[src/rtl/clk_gen_tune_ctrl.sv]
// ---------------------------------------------------------------------------
// clk_gen_tune_ctrl
// Successive-approximation tuning controller for the ring-oscillator clock
// generator. Drives the loop-length select, counts synchronized oscillator
// edges over a fixed window, and binary-searches (MSB first) for the largest
// select whose edge count still reaches the programmed target.
//
// Ports:
//   clk         system clock, all logic rising-edge
//   reset       asynchronous, active-high reset
//   start       begin a search (honoured only in IDLE or DONE)
//   target      minimum edge count per window, latched on accepted start
//   osc_div     divided oscillator output, asynchronous to clk
//   sel         loop-length select to the oscillator
//   busy        high while a search is in progress
//   done        high from search completion until the next accepted start
//   lock        valid with done; 1 when the final select met target
//   meas_count  edge count of the most recently completed window
// ---------------------------------------------------------------------------
module clk_gen_tune_ctrl #(
    parameter int SEL_W  = 5,
    parameter int CNT_W  = 12,
    parameter int WINDOW = 1024,
    parameter int SETTLE = 16
) (
    input  logic             clk,
    input  logic             reset,
    input  logic             start,
    input  logic [CNT_W-1:0] target,
    input  logic             osc_div,
    output logic [SEL_W-1:0] sel,
    output logic             busy,
    output logic             done,
    output logic             lock,
    output logic [CNT_W-1:0] meas_count
);

    localparam int BIT_W   = (SEL_W > 1) ? $clog2(SEL_W) : 1;
    localparam int TMR_MAX = (WINDOW > SETTLE) ? WINDOW : SETTLE;
    localparam int TMR_W   = (TMR_MAX > 1) ? $clog2(TMR_MAX) : 1;

    localparam logic [SEL_W-1:0] SEL_INIT = SEL_W'(1) << (SEL_W - 1);

    typedef enum logic [2:0] {
        S_IDLE,
        S_SETTLE,
        S_MEASURE,
        S_DECIDE,
        S_DONE
    } state_t;

    state_t             state_q,  state_d;
    logic [TMR_W-1:0]   timer_q,  timer_d;
    logic [CNT_W-1:0]   cnt_q,    cnt_d;
    logic [SEL_W-1:0]   sel_q,    sel_d;
    logic [BIT_W-1:0]   bit_q,    bit_d;
    logic [CNT_W-1:0]   target_q, target_d;
    logic               pend_q,   pend_d;
    logic [CNT_W-1:0]   meas_q,   meas_d;
    logic               sync1_q, sync2_q, sync3_q;
    logic               edge_det;

    // Two flops resolve metastability; the third only serves the edge detector.
    always_ff @(posedge clk or posedge reset) begin
        if (reset) begin
            sync1_q <= 1'b0;
            sync2_q <= 1'b0;
            sync3_q <= 1'b0;
        end else begin
            sync1_q <= osc_div;
            sync2_q <= sync1_q;
            sync3_q <= sync2_q;
        end
    end

    assign edge_det = sync2_q & ~sync3_q;

    always_ff @(posedge clk or posedge reset) begin
        if (reset) begin
            state_q  <= S_IDLE;
            timer_q  <= '0;
            cnt_q    <= '0;
            sel_q    <= '0;
            bit_q    <= '0;
            target_q <= '0;
            pend_q   <= 1'b0;
            meas_q   <= '0;
        end else begin
            state_q  <= state_d;
            timer_q  <= timer_d;
            cnt_q    <= cnt_d;
            sel_q    <= sel_d;
            bit_q    <= bit_d;
            target_q <= target_d;
            pend_q   <= pend_d;
            meas_q   <= meas_d;
        end
    end

    always_comb begin
        state_d  = state_q;
        timer_d  = timer_q;
        cnt_d    = cnt_q;
        sel_d    = sel_q;
        bit_d    = bit_q;
        target_d = target_q;
        pend_d   = pend_q;
        meas_d   = meas_q;

        case (state_q)
            S_IDLE, S_DONE: begin
                if (start) begin
                    target_d = target;
                    sel_d    = SEL_INIT;
                    bit_d    = BIT_W'(SEL_W - 1);
                    pend_d   = 1'b0;
                    timer_d  = '0;
                    state_d  = S_SETTLE;
                end
            end
            S_SETTLE: begin
                // Edges seen while the oscillator settles are not counted.
                if (timer_q == TMR_W'(SETTLE - 1)) begin
                    timer_d = '0;
                    cnt_d   = '0;
                    state_d = S_MEASURE;
                end else begin
                    timer_d = timer_q + TMR_W'(1);
                end
            end
            S_MEASURE: begin
                // Saturating count: a very fast setting must never wrap to a
                // small value and look like a failing trial.
                if (edge_det && (cnt_q != {CNT_W{1'b1}})) begin
                    cnt_d = cnt_q + CNT_W'(1);
                end
                if (timer_q == TMR_W'(WINDOW - 1)) begin
                    timer_d = '0;
                    state_d = S_DECIDE;
                end else begin
                    timer_d = timer_q + TMR_W'(1);
                end
            end
            S_DECIDE: begin
                meas_d = cnt_q;
                if (cnt_q >= target_q) begin
                    pend_d = 1'b1;
                end else begin
                    sel_d[bit_q] = 1'b0;
                end
                if (bit_q != '0) begin
                    sel_d[bit_q - BIT_W'(1)] = 1'b1;
                    bit_d   = bit_q - BIT_W'(1);
                    state_d = S_SETTLE;
                end else begin
                    state_d = S_DONE;
                end
            end
            default: begin
                state_d = S_IDLE;
            end
        endcase
    end

    assign sel        = sel_q;
    assign busy       = (state_q == S_SETTLE) || (state_q == S_MEASURE) ||
                        (state_q == S_DECIDE);
    assign done       = (state_q == S_DONE);
    assign lock       = (state_q == S_DONE) && pend_q;
    assign meas_count = meas_q;

endmodule
[config.mk]
export PLATFORM = sky130hd
export DESIGN_NAME = clk_gen_tune_ctrl
export DESIGN_NICKNAME = d
export VERILOG_FILES = /design/src/rtl/clk_gen_tune_ctrl.sv
export SDC_FILE = /design/constraint.sdc
export NUM_CORES = 1
export LEC_CHECK = 0
export ABC_CLOCK_PERIOD_IN_PS = 6030
export CELL_PAD_IN_SITES_DETAIL_PLACEMENT = 2
export CELL_PAD_IN_SITES_GLOBAL_PLACEMENT = 2
export CORE_MARGIN = 3
export CORE_UTILIZATION = 37
export CTS_CLUSTER_SIZE = 8
export DETAILED_ROUTE_END_ITERATION = 12
export GPL_TIMING_DRIVEN = 0
export MAX_ROUTING_LAYER = met4
export PLACE_DENSITY_LB_ADDON = 0.1
export SETUP_SLACK_MARGIN = 0.02
export SYNTH_ARGS = -nofsm -noshare
export SYNTH_HDL_FRONTEND = slang
export SYNTH_SLANG_ARGS = --single-unit
[constraint.sdc]
create_clock -name clk -period 6.03 [get_ports clk]
set_clock_uncertainty 0.1 [all_clocks]
set_input_delay 0.9045 -clock clk [delete_from_list [all_inputs] [get_ports clk]]
set_output_delay 0.9045 -clock clk [all_outputs]
set_load 0.03 [all_outputs]
* Word-level counts from Yosys, hierarchy flattened
Cells that the tools add are included.
** Cells by class
- Add/subtract/negate cells :: 3
- $mul :: 0
- Divide/modulo/power cells :: 0
- Magnitude comparators :: 5
- Eq/ne operators :: 13
- Shift-type cells :: 0
- Multiplexer cells :: 27
- Bitwise gates (word level) :: 5
- Reduce and logical (&&, ||, !) cells :: 19
** Operators with widths (count)
- 10-bit 2-to-1 mux :: 3
- 10-bit case mux with 3 select lines :: 1
- 12-bit 2-to-1 mux :: 2
- 12-bit case mux with 2 select lines :: 1
- 5-bit 2-to-1 mux :: 4
- 3-bit 2-to-1 mux :: 6
- 12-bit by 1-bit adder with 12-bit output, second input constant :: 1
- 12-bit greater-or-equal comparator :: 1
- 12-bit != test, second input constant :: 1
- 2-bit != test, second input constant :: 6
- 3-bit case mux with 4 select lines :: 1
- 3-bit AND reduction :: 4
- 10-bit by 1-bit adder with 10-bit output, second input constant :: 1
- 10-bit equality test, second input constant :: 1
- 10-bit by 4-bit equality test with 1-bit output, second input constant :: 1
- 5-bit case mux with 2 select lines :: 1
- 3-bit by 4-bit less-than comparator with 1-bit output, second input constant :: 2
- 1-bit demux with 3-bit select :: 2
- 3-bit by 2-bit equality test with 1-bit output, second input constant :: 2
- 3-bit by 1-bit greater-or-equal comparator with 1-bit output, second input constant :: 2
- 3-bit case mux with 2 select lines :: 1
- 2-bit AND reduction :: 3
- 3-bit nonzero test :: 2
- 5-bit bitwise AND :: 1
- 14 further kinds :: 22
** Storage, ports and cells
- Bits in registers :: 61
- Latch bits :: 0
- RAM bits :: 0
- Bits in read-only memories :: 0
- Bits of input ports :: 16
- Output and inout port bits :: 20
- Memories :: 0

* Logic depth before layout (Yosys ltp)
- Depth after elaboration :: 11
- Gate-level depth with buffers :: 8

* Least setup slack after synthesis
OpenSTA, ideal clock, no wires.
- Kind :: reg-to-output
- Start :: register state_q[1]
- End :: output port lock
- Data arrival time :: 1052 ps
- Required time :: 5025 ps
- Slack :: 3974 ps
- Cell stages (with the launch flop) :: 4
- Path buffers :: 1
- Path through :: dfrtp_1 > buf_4 > nor2_1 > and3_1
** On the way
- Cells in the longest elaborated chain, start to end :: 2
** RTL lines
- start: declaration :: line 52 : state_t state_q, state_d;
- start signal: assignment :: line 89 : state_q <= state_d;
- 3-bit equality test :: line 169 : assign lock = (state_q == S_DONE) && pend_q;
- 1-bit logical AND :: line 169
- end: declaration :: line 34 : output logic lock,
Every way passes these cells.

* Worst setup path after layout
Same ends and word-level chain as after synthesis.

==> flow_summary.ini <==
[worst_setup_path]
required_ps = 5030
crit_type = reg -> out
arrival_ps = 1980
startpoint_type = flop
endpoint_kind = primary output
crit_fanout = 10

[routing]
route.detailed.drc = 0
drt_pass1_iterations = 4
wl_um = 8700
routed-via-count = 2746
vias_per_cell = 5.43
initialDrtViolationCount = 90
drtAntennaViolNets = 0
wl_per_cell_um = 17.2

[yosys]
synth_area_per_cell_um2 = 9.15
synth_edf_count = 0
synth-main-ff-cell = dfrtp_1
synthArstFlopShare_pct = 100
syn-cell-area_mm2 = 0.00319
synth_seq_cells = 61
synthTopCellsByArea = dfrtp_1 (48%), nand2_1 (8.2%), ha_1 (6.3%)
netlist.area_leader.share_pct = 47.8
ys_types = 50
yosysTopAreaCell = dfrtp_1
ys_seq_area_share_pct = 47.8
syn_nets = 381
postSynthCellCount = 349
ys_warn_count = 0

[clock_tree]
cts-hold-fix-buffers = 0
cts_setup_buffers = 0
cts_made_buffers = 9
worst_skew_pair.late_latency_ps = 350
clock_sinks = 61
cts_tree = done
clk_pin_slew_worst_paths_ps = 70
cts_resized = 0
htree_levels = 3
cts-root-buf = clkbuf_8
clockBufferDepth = 2

[sta]
tns_ps = 0
relSlewSlack_pct = 50.3
fin_crit_sh_pct = 49.5
hold_ws_ps = 286
setup_ws_ps = 3050
min_period_ps = 2980
rsz0062_at_grt = false
max_freq_mhz = 335
maxSlewViolCount = 0
finalHoldViolations = 0
worst_slew_pin_slew_ps = 742
setup_viol = 0

[global_routing]
gr-total-overflow = 0
grt_usage_pct = 20.1
grt_pass1_wl_um = 15300
grt_pass1_vias = 2902
antenna_found_initial = 0
grt_max_degree = 40

[power_and_ir_drop]
total_power_mw = 1.29
combPwrFrac_pct = 30.6
peakVddDrop_uv = 169
p_int_mw = 0.820
p_sw_share_pct = 36.5
p_sw_mw = 0.472
p_per_area_mw_per_mm2 = 332
pwr-share-seq_pct = 40.5
p_leak_nw = 1.76
p_clk_share_pct = 29.0

[placed_design]
post-place-ws_ps = 3100
place_congestion = 0.812
hpwlAfterDp_um = 6210
port_buffers = 35
placed_cell_area_mm2 = 0.00369
placed_cells = 490

[die]
io_pins = 36
rows = 33
initial_core_util_pct = 38.5
fp.dieW_um = 98.9
dieArea_mm2 = 0.00978
fp.dieH_um = 98.9
core_area_mm2 = 0.00830

[cells_and_area]
diodes = 0
nets = 428
syn2layout_area_growth_pct = 21.9
fin_area_mm2 = 0.00389
drive_gt1_share_pct = 7.73
instances_no_fill = 506
postLayoutCoreUtil_pct = 46.9
n_fill_cell = 919

[hold_path]
hold_path_class = reg -> reg

[run]
drv_cap = 0

[outcome]
outcome = completed
-- path summary, 6_finish.rpt --
kind                                         from                        end  slack [ps]  cells after the start
min in group asynchronous                   reset    target_q[3]$_DFFE_PP0P_         810                      2
max in group asynchronous                   reset  meas_count[0]$_DFFE_PP0P_        4400                      3
hold reg to reg                 sync2_q$_DFF_PP0_          sync3_q$_DFF_PP0_         290                      0
setup reg to reg           timer_q[6]$_DFFE_PP0P_       cnt_q[4]$_DFFE_PP0P_        3910                      4
setup / recovery           state_q[1]$_DFFE_PP0P_                       lock        3050                      4
hold / removal                  sync2_q$_DFF_PP0_          sync3_q$_DFF_PP0_         290                      0
-- state kept, by name, summed over array words and instances (netlist names) --
name / cells
state_q: 3
sync3_q: 1
bit_q: 3
meas_count: 12
pend_q: 1
cnt_q: 12
timer_q: 10
target_q: 12
sync2_q: 1
sync1_q: 1
sel: 5
-- final cells by class --
| type | count | area (um2) | area share (%) |
|---|---|---|---|
| clock inverters | 7 | 73.8 | 1.90 |
| repair buffers | 36 | 370 | 9.52 |
| well taps | 105 | 131 | 3.38 |
| plain buffers | 11 | 47.5 | 1.22 |
| multi-input cells | 255 | 1540 | 39.5 |
| flip-flops and latches | 61 | 1530 | 39.2 |
| inverters | 22 | 82.6 | 2.12 |
| clock buffers | 9 | 124 | 3.18 |
-- synthesized netlist by cell type, types with 2 or more instances --
master and count:
a211oi_1 2, a21o_1 7, a21oi_1 18, a22o_1 2, a31oi_1 4, a32oi_1 2
and2_1 3, and3_1 3, buf_2 2, clkbuf_1 8, dfrtp_1 61, ha_1 16
inv_1 22, mux2i_1 4, nand2_1 70, nand2b_1 4, nand3_1 5, nand4_1 8
nor2_1 24, nor2b_1 3, nor3_1 16, nor3_4 2, nor3b_2 2, nor4_1 2
nor4b_1 3, o21ai_0 25, or3_1 4, xnor2_1 5
-- kinds of logic (layout without fill, tap and decap cells) --
logic type,after synthesis,in the layout,synth area share [%]
mux,5,5,1.61
buf+inv,33,85,4.08
xor+xnor,6,6,1.65
fa+ha+maj,16,16,6.27
simple gates,158,158,25.0
compound gates,70,70,13.5
flops,61,61,47.8
-- cell usage in the layout (no fill, tap or decap), types with 2 or more instances in the layout --
cell / n
a211oi_1: 2
a21oi_1: 18
nor3b_2: 2
nor3_1: 16
inv_1: 21
o21ai_0: 25
nand2b_1: 4
a32oi_1: 2
nand3_1: 5
ha_1: 16
nand4_1: 8
a21o_1: 7
nor3_4: 2
buf_2: 2
or3_1: 4
nor4_1: 2
and2_1: 3
a22o_1: 2
nor2b_1: 3
mux2i_1: 4
a31oi_1: 4
dfrtp_1: 61
nor4b_1: 3
nor2_1: 24
nand2_1: 70
clkinv_4: 2
clkdlybuf4s50_1: 35
and3_1: 3
clkbuf_8: 9
xnor2_1: 5
clkbuf_1: 8
clkinv_2: 2
-- power groups by stage --
stage / clock, mW / sequential (mW) / combinational, mW
floorplan: 0 / 0.525 / 0.269
global placement: 0 / 0.526 / 0.369
detailed placement: 0 / 0.531 / 0.391
CTS: 0.386 / 0.525 / 0.404
global route: 0.407 / 0.534 / 0.447
finish: 0.375 / 0.523 / 0.395
-- critical path, stage by stage, from the launching register on --
cell,delay (ps)
dfrtp_1,380
buf_4,180
nor2_1,210
and3_1,190
clkdlybuf4s50_1,670
-- per-layer routing --
layer	global-route usage [%]	vias to the layer above	wire (um)
met4	5.04	0	108
met3	3.82	8	210
met2	31.8	34	4220
li1	-	1314	-
met1	26.6	1390	4160
met5	-	-	0
Note: power is estimated with default switching activity, not from simulation.
